File: src/rtl/bit_serializer_if.sv
// Word-in / bit-out handshake bundle between a word producer and bit_serializer.
interface bit_serializer_if #(
    parameter int WIDTH = 8
);
    logic [WIDTH-1:0] din;
    logic             din_valid;
    logic             din_ready;
    logic             w;
    logic             w_valid;
    logic             frame_start;
    logic             busy;

    modport master (
        output din, din_valid,
        input  din_ready, w, w_valid, frame_start, busy
    );

    modport slave (
        input  din, din_valid,
        output din_ready, w, w_valid, frame_start, busy
    );
endinterface

File: src/rtl/bit_serializer.sv
// Parallel-to-serial front end: WIDTH-bit words in over valid/ready, one bit per Clk out on w.
// A one-word holding buffer lets consecutive words stream without a bubble.
module bit_serializer #(
    parameter int WIDTH     = 8,
    parameter int MSB_FIRST = 1,
    parameter int GAP       = 0
) (
    input logic            Clk,
    input logic            Rst,
    bit_serializer_if.slave bus
);
    localparam int              CW       = $clog2(WIDTH);
    localparam logic [CW-1:0]   LAST     = CW'(WIDTH - 1);
    localparam logic [3:0]      GAP_LAST = (GAP > 0) ? 4'(GAP - 1) : 4'd0;

    typedef enum logic [1:0] {IDLE, SHIFT, GAPS} state_t;

    state_t           state;
    logic [WIDTH-1:0] shifter;
    logic [WIDTH-1:0] buf_data;
    logic [CW-1:0]    bit_cnt;
    logic [3:0]       gap_cnt;
    logic             buf_full;

    logic             accept, at_last, gap_done, load_pt;
    logic             load_buf, load_din, buf_wr, buf_full_n;
    logic [WIDTH-1:0] load_word, shifted;

    function automatic logic first_bit(input logic [WIDTH-1:0] v);
        return (MSB_FIRST != 0) ? v[WIDTH-1] : v[0];
    endfunction

    assign bus.din_ready = ~buf_full;
    assign accept        = bus.din_valid & ~buf_full;
    assign at_last       = (state == SHIFT) && (bit_cnt == LAST);
    assign gap_done      = (state == GAPS) && (gap_cnt == GAP_LAST);

    // Load points: idle, or the last bit when no gap follows. The buffer wins; an empty
    // buffer lets a word accepted this very cycle go straight to the shifter.
    assign load_pt    = (state == IDLE) || (at_last && (GAP == 0));
    assign load_buf   = buf_full && (load_pt || gap_done);
    assign load_din   = accept && load_pt;
    assign buf_wr     = accept && !load_din;
    assign buf_full_n = buf_wr | (buf_full & ~load_buf);
    assign load_word  = load_buf ? buf_data : bus.din;
    assign shifted    = (MSB_FIRST != 0) ? (shifter << 1) : (shifter >> 1);

    always_ff @(posedge Clk or posedge Rst) begin
        if (Rst) begin
            state           <= IDLE;
            shifter         <= '0;
            buf_data        <= '0;
            bit_cnt         <= '0;
            gap_cnt         <= '0;
            buf_full        <= 1'b0;
            bus.w           <= 1'b0;
            bus.w_valid     <= 1'b0;
            bus.frame_start <= 1'b0;
            bus.busy        <= 1'b0;
        end else begin
            buf_full <= buf_full_n;
            if (buf_wr)
                buf_data <= bus.din;

            if (load_buf || load_din) begin
                state           <= SHIFT;
                shifter         <= load_word;
                bit_cnt         <= '0;
                bus.w           <= first_bit(load_word);
                bus.w_valid     <= 1'b1;
                bus.frame_start <= 1'b1;
                bus.busy        <= 1'b1;
            end else begin
                case (state)
                    SHIFT: begin
                        bus.frame_start <= 1'b0;
                        if (at_last) begin
                            bus.w       <= 1'b0;
                            bus.w_valid <= 1'b0;
                            if (GAP > 0) begin
                                state    <= GAPS;
                                gap_cnt  <= '0;
                                bus.busy <= 1'b1;
                            end else begin
                                state    <= IDLE;
                                bus.busy <= buf_full_n;
                            end
                        end else begin
                            shifter  <= shifted;
                            bit_cnt  <= bit_cnt + 1'b1;
                            bus.w    <= first_bit(shifted);
                            bus.busy <= 1'b1;
                        end
                    end
                    GAPS: begin
                        if (gap_done) begin
                            state    <= IDLE;
                            bus.busy <= buf_full_n;
                        end else begin
                            gap_cnt  <= gap_cnt + 1'b1;
                        end
                    end
                    default: begin
                        bus.busy <= buf_full_n;
                    end
                endcase
            end
        end
    end
endmodule

File: src/flat_wrapper.sv
// flat-port wrapper written by rule: the top's interface ports become plain ports
module bit_serializer_flat 
#(
    parameter int WIDTH     = 8,
    parameter int MSB_FIRST = 1,
    parameter int GAP       = 0
)
  (Clk, Rst, bus_din, bus_din_valid, bus_din_ready, bus_w, bus_w_valid, bus_frame_start, bus_busy);
  bit_serializer_if #(.WIDTH(WIDTH)) bus_i ();
  input logic Clk;
  input logic Rst;
  input wire logic [$bits(bus_i.din)-1:0] bus_din;
  input wire logic [$bits(bus_i.din_valid)-1:0] bus_din_valid;
  output wire logic [$bits(bus_i.din_ready)-1:0] bus_din_ready;
  output wire logic [$bits(bus_i.w)-1:0] bus_w;
  output wire logic [$bits(bus_i.w_valid)-1:0] bus_w_valid;
  output wire logic [$bits(bus_i.frame_start)-1:0] bus_frame_start;
  output wire logic [$bits(bus_i.busy)-1:0] bus_busy;
  assign bus_i.din = bus_din;
  assign bus_i.din_valid = bus_din_valid;
  assign bus_din_ready = bus_i.din_ready;
  assign bus_w = bus_i.w;
  assign bus_w_valid = bus_i.w_valid;
  assign bus_frame_start = bus_i.frame_start;
  assign bus_busy = bus_i.busy;
  bit_serializer #(.WIDTH(WIDTH), .MSB_FIRST(MSB_FIRST), .GAP(GAP)) u_core (.Clk(Clk), .Rst(Rst), .bus(bus_i));
endmodule
File: config.mk
export PLATFORM = sky130hd
export DESIGN_NAME = bit_serializer_flat
export DESIGN_NICKNAME = d
export VERILOG_FILES = /design/src/rtl/bit_serializer_if.sv /design/src/rtl/bit_serializer.sv /design/src/flat_wrapper.sv
export SDC_FILE = /design/constraint.sdc
export NUM_CORES = 1
export LEC_CHECK = 0
export BUFFER_PORTS_ARGS = -buffer_cell sky130_fd_sc_hd__clkbuf_2
export CELL_PAD_IN_SITES_DETAIL_PLACEMENT = 1
export CELL_PAD_IN_SITES_GLOBAL_PLACEMENT = 1
export CORE_MARGIN = 10
export CORE_UTILIZATION = 47
export DETAILED_ROUTE_END_ITERATION = 16
export GPL_ROUTABILITY_DRIVEN = 1
export MAX_ROUTING_LAYER = met4
export PLACE_DENSITY_LB_ADDON = 0.1
export SLEW_MARGIN = 20
export SYNTH_ARGS = -nofsm -noshare
export SYNTH_HDL_FRONTEND = slang
export SYNTH_SLANG_ARGS = --single-unit
File: constraint.sdc
create_clock -name Clk -period 3.6 [get_ports Clk]
set_input_delay 0.54 -clock Clk [delete_from_list [all_inputs] [get_ports Clk]]
set_output_delay 0.54 -clock Clk [all_outputs]
set_load 0.02 [all_outputs]
### Yosys cells after proc, flatten, opt, wreduce, memory -nomap -nowiden

Cells that the tools add are included.

* reduce and logical (&&, ||, !) cells: 18
* add/sub/neg operators: 2
* bitwise logic cells: 7
* muxes and demuxes: 23
* eq/ne operators: 6

Operators with widths (number)
* $mux 7: 3
* $mux 1: 11
* $mux 3: 3
* $mux 8: 1
* $mux 2: 3
* $ne 3x2->1 const B: 2
* $reduce_and 3->1: 2
* $logic_and 1x1->1: 5
* $add 4x1->4 const B: 1
* $logic_not 4->1: 1
* $not 1->1: 4
* $pmux 2 s2: 1
* $reduce_and 2->1: 2
* $reduce_bool 2->1: 2
* $add 3x1->3 const B: 1
* $eq 3x3->1 const B: 1
* $logic_or 1x1->1: 3
* $reduce_bool 3->1: 1
* $and 1x1->1: 2
* $eq 2x1->1 const B: 1
* $eq 2x2->1 const B: 1
* $logic_not 2->1: 1
* $ne 2x2->1 const B: 1
* $pmux 1 s2: 1
* 2 further kinds: 2

* word-level logic and storage cells: 66
* output and inout bits: 5
* register bits after elaboration: 29

### Longest topological paths before layout

* depth in word-level cells: 11
* gate-level depth with buffers: 6
* depth with buffers taken out: 6

### Worst setup path before layout

OpenSTA, ideal clock, no wires.

* path type: register to register
* start point: reg u_core.bit_cnt[0]
* end point: reg u_core.buf_data[0]
* required time: 3.475 ns
* cell stages (with the launch flop): 6
* arrival: 1.489 ns
* clock period less this slack: 1.615 ns
* path buffers: 0
* setup slack: 1.985 ns
* cell sequence: dfrtp_1 ha_1 ha_1 nand2b_2 nor2_8 mux2_4

* longest elaborated chain between the ends: 6

Ends and longest elaborated chain
* from (decl): RTL line bit_serializer.sv:21 `logic [CW-1:0] bit_cnt;`
* from (signal assigned): RTL line bit_serializer.sv:90 `bit_cnt <= bit_cnt + 1'b1;`
* $eq 3x3->1: RTL line bit_serializer.sv:35 `assign at_last = (state == SHIFT) && (bit_cnt == LAST);`
* $logic_and 1x1->1: RTL line bit_serializer.sv:35
* $logic_or 1x1->1: RTL line bit_serializer.sv:40 `assign load_pt = (state == IDLE) || (at_last && (GAP == 0));`
* $logic_and 1x1->1: RTL line bit_serializer.sv:42 `assign load_din = accept && load_pt;`
* $logic_not 1->1: RTL line bit_serializer.sv:43 `assign buf_wr = accept && !load_din;`
* $logic_and 1x1->1: RTL line bit_serializer.sv:43
* to (signal assigned): RTL line bit_serializer.sv:63 `buf_data <= bus.din;`
* to (decl): RTL line bit_serializer.sv:20 `logic [WIDTH-1:0] buf_data;`

Every way passes these cells.
A chain may end at the register's enable or synchronous reset.

### Worst setup path in the final report

* start point: reg u_core.bit_cnt[0]
* end point: reg u_core.buf_data[4]

The elaborated chain is that of the path after synthesis.

==> summary.txt <==
Synthesis
  – Synth Warn #: 0
  – Post-synthesis cell area: 1080 µm²
  – Top cell type's share of synthesized area: 55.6%
  – Main synth FF type: dfrtp_1
  – Ys async rst share: 100%
  – Post-synth cell types: 28
  – Post-synth EDFFs: 0
  – Syn_area_per_cell: 12.7 µm²
  – Syn Nets: 98
  – Seq/Total Area, Yosys: 55.6%
  – Cell taking the most area after synthesis: dfrtp_1
  – Top cells by area, synth: dfrtp_1, mux2_4, o221ai_1
  – Syn Inst Count: 85
  – Yosys reg bits: 24

Placed design
  – Dpl hpwl: 1690 µm
  – Routability cong.: 0.691
  – Port Buffers: 15
  – Dpl cells: 126

Run
  – Max-cap violations: 0

GRT
  – All-Layer GR Usage: 10.9%
  – Largest net degree at the start of global routing: 25
  – Initial antenna violation count: 0
  – Total gr overflow: 0
  – Vias in the first global route: 789
  – Global-route wire length before repair: 3840 µm

Clock network
  – Total setup buffers inserted after CTS: 0
  – Clk root buf: clkbuf_4
  – Cts hold-fix bufs: 0
  – CTS tree: done
  – Clock latency on the worst-skew pair: 0.31 ns
  – Cts bufs inserted: 3
  – CTS clk-pin slew, worst paths: 0.13 ns
  – CTS resizes: 0
  – Clk sink count: 24
  – Clk buf depth: 2
  – CTS H-tree lvls: 1

Setup path
  – CP Class: reg -> reg
  – CP endpoint kind: register
  – Crit path DAT: 2.06 ns
  – CP max FO: 11
  – Startpoint type of the worst setup path: register
  – Req. time, crit path: 3.81 ns

Power and ir drop
  – P_leak: 0.559 nW
  – Final Total Pwr: 911 µW
  – Pwr/cell area: 748 nW/µm²
  – VDD IR max: 0.402 mV

Cells and area
  – Post-Layout Cell Count: 130
  – Ant diodes: 0
  – Filler instances: 228
  – Share of layout cells above drive strength 1: 32.4%
  – Nets: 116
  – Area growth syn-to-layout: 12.6%

Drt
  – Post-route ant nets: 0
  – DR iter-0 viols: 53
  – Post-Route WL: 2240 µm
  – Vias per cell: 5.39
  – TritonRoute pass-1 iters: 3
  – Residual DRC: 0
  – Routed len/inst: 17.2 µm
  – Vias: 701

Status
  – Status: finished, final reports clean

Floorplanning
  – Starting density of the core: 48.9%
  – Top-Level Pins: 16
  – Die H: 68.0 µm
  – Area of the core: 2210 µm²
  – Die area: 4620 µm²
  – Row count: 17
  – Die width: 68.0 µm

STA
  – Clock skew: 0.00743 ns
  – Final number of max-transition violations: 0
  – Final setup fails: 0
  – Max_slew headroom: 40.4%
  – Tmin final: 1.86 ns
  – Final period utilization: 51.6%
  – Least-Margin Pin Slew: 0.893 ns
  – Setup_tns: 0 ns
  – Max Fclk: 538 MHz
  – Final hold vios: 0
  – RSZ-0062 raised after global routing: false

Hold path
  – Hold WC Path Type: in -> async
-- registers in the layout (all words and copies together) (netlist names) --
register	count
u_core.buf_data	8
u_core.shifter	7
u_core.bit_cnt	3
u_core.buf_full	1
u_core.bus.busy	1
u_core.bus.frame_start	1
u_core.bus.w	1
u_core.bus.w_valid	1
u_core.state	1
-- path summary, 6_finish.rpt --
check,startpoint,endpoint,slack [ns],cells past startpoint
worst max-delay path,u_core.bit_cnt[0],u_core.buf_data[4],1.74,5
worst min-delay path,Rst,u_core.bus.frame_start,0.38,2
worst max register to register,u_core.bit_cnt[0],u_core.buf_data[4],1.74,5
worst min register to register,u_core.bit_cnt[0],u_core.bit_cnt[0],0.51,1
max in group asynchronous,Rst,u_core.shifter[1],2.67,2
min in group Clk,bus_din[1],u_core.buf_data[1],0.47,2
-- kinds of logic (layout without fill, tap and decap cells) --
| group | after synthesis | after routing | synth area share (%) |
|---|---|---|---|
| AO/OA/AOI/OAI | 22 | 22 | 15.2 |
| adder cells (fa/ha/maj) | 2 | 2 | 2.31 |
| buffers and inverters | 6 | 23 | 2.31 |
| flip-flops | 24 | 24 | 55.6 |
| multiplexers | 9 | 9 | 12.2 |
| AND/OR/NAND/NOR | 22 | 22 | 12.5 |
-- metrics by stage --
stage	hold WS, ns	worst slack [ns]	instance area, µm²	util (%)
2_1_floorplan	0.451	1.99	1080	-
4_1_cts	0.419	1.73	1220	55.0
5_1_grt	0.462	1.61	1220	55.0
3_3_place_gp	0.491	1.82	1180	53.4
6_report	0.381	1.74	1220	55.0
3_5_place_dp	0.481	1.77	1180	53.4
-- cells in the mapped netlist, types with 2 or more instances --
master and instances:
mux2_4 8, a22o_1 2, a31oi_1 2, inv_1 2
o21ai_0 3, dfrtp_1 24, a2bb2oi_1 5, o221ai_1 6
nand2_1 9, nor2_1 2, a21oi_1 3, buf_2 2
ha_1 2
-- worst max-delay path: stages (launching register included) --
cell	delay, ns
dfrtp_1	0.42
ha_1	0.21
ha_1	0.21
nand2b_2	0.32
nor2_8	0.27
mux2_4	0.33
-- where the power goes --
| group | total, mW | leakage (nW) | switching, mW | internal (mW) |
|---|---|---|---|---|
| sequential | 0.443 | 0.289 | 0.0668 | 0.376 |
| combinational | 0.329 | 0.250 | 0.156 | 0.172 |
| clock | 0.139 | 0.0210 | 0.0776 | 0.0617 |
-- final cells by class --
type	instances	area, µm²	area share [%]
Inverter	4	15.0	1.23
Sequential cell	24	601	49.3
Multi-Input combinational cell	55	455	37.4
Clock buffer	4	36.3	2.98
Timing Repair Buffer	15	75.1	6.17
Tap cell	28	35.0	2.88
-- layer usage --
layer | vias up | wire length (µm) | track usage (%) | part of all wire, %
met1 | 346 | 1150 | 14.9 | 51
met4 | 0 | 14 | 3.02 | 0.63
li1 | 343 | - | - | -
met3 | 2 | 100 | 2.28 | 4.5
met2 | 10 | 978 | 15.8 | 44
met5 | - | 0 | - | 0
-- layout by cell type, fill, tap and decap left out --
cell type  Yosys  layout
a31oi_1        2       2
a2bb2oi_1      5       5
a21oi_1        3       3
clkbuf_4       0       3
inv_1          2       2
nor2_1         2       2
a22o_1         2       2
clkinv_1       1       1
o221ai_1       6       6
nand2b_4       1       1
a211oi_1       1       1
nand2b_1       1       1
or2_1          1       1
o21ai_0        3       3
nor2b_1        1       1
nand2_1        9       9
mux2_4         8       8
nand3_1        1       1
ha_1           2       2
clkbuf_2       0      15
dfrtp_1       24      24
and2b_1        1       1
mux2_2         1       1
nor2_2         1       1
nor2_8         1       1
clkbuf_8       0       1
inv_2          1       1
nand2b_2       1       1
and2_1         1       1
nand3b_1       1       1
No activity file was read; power rests on OpenSTA's default activity.
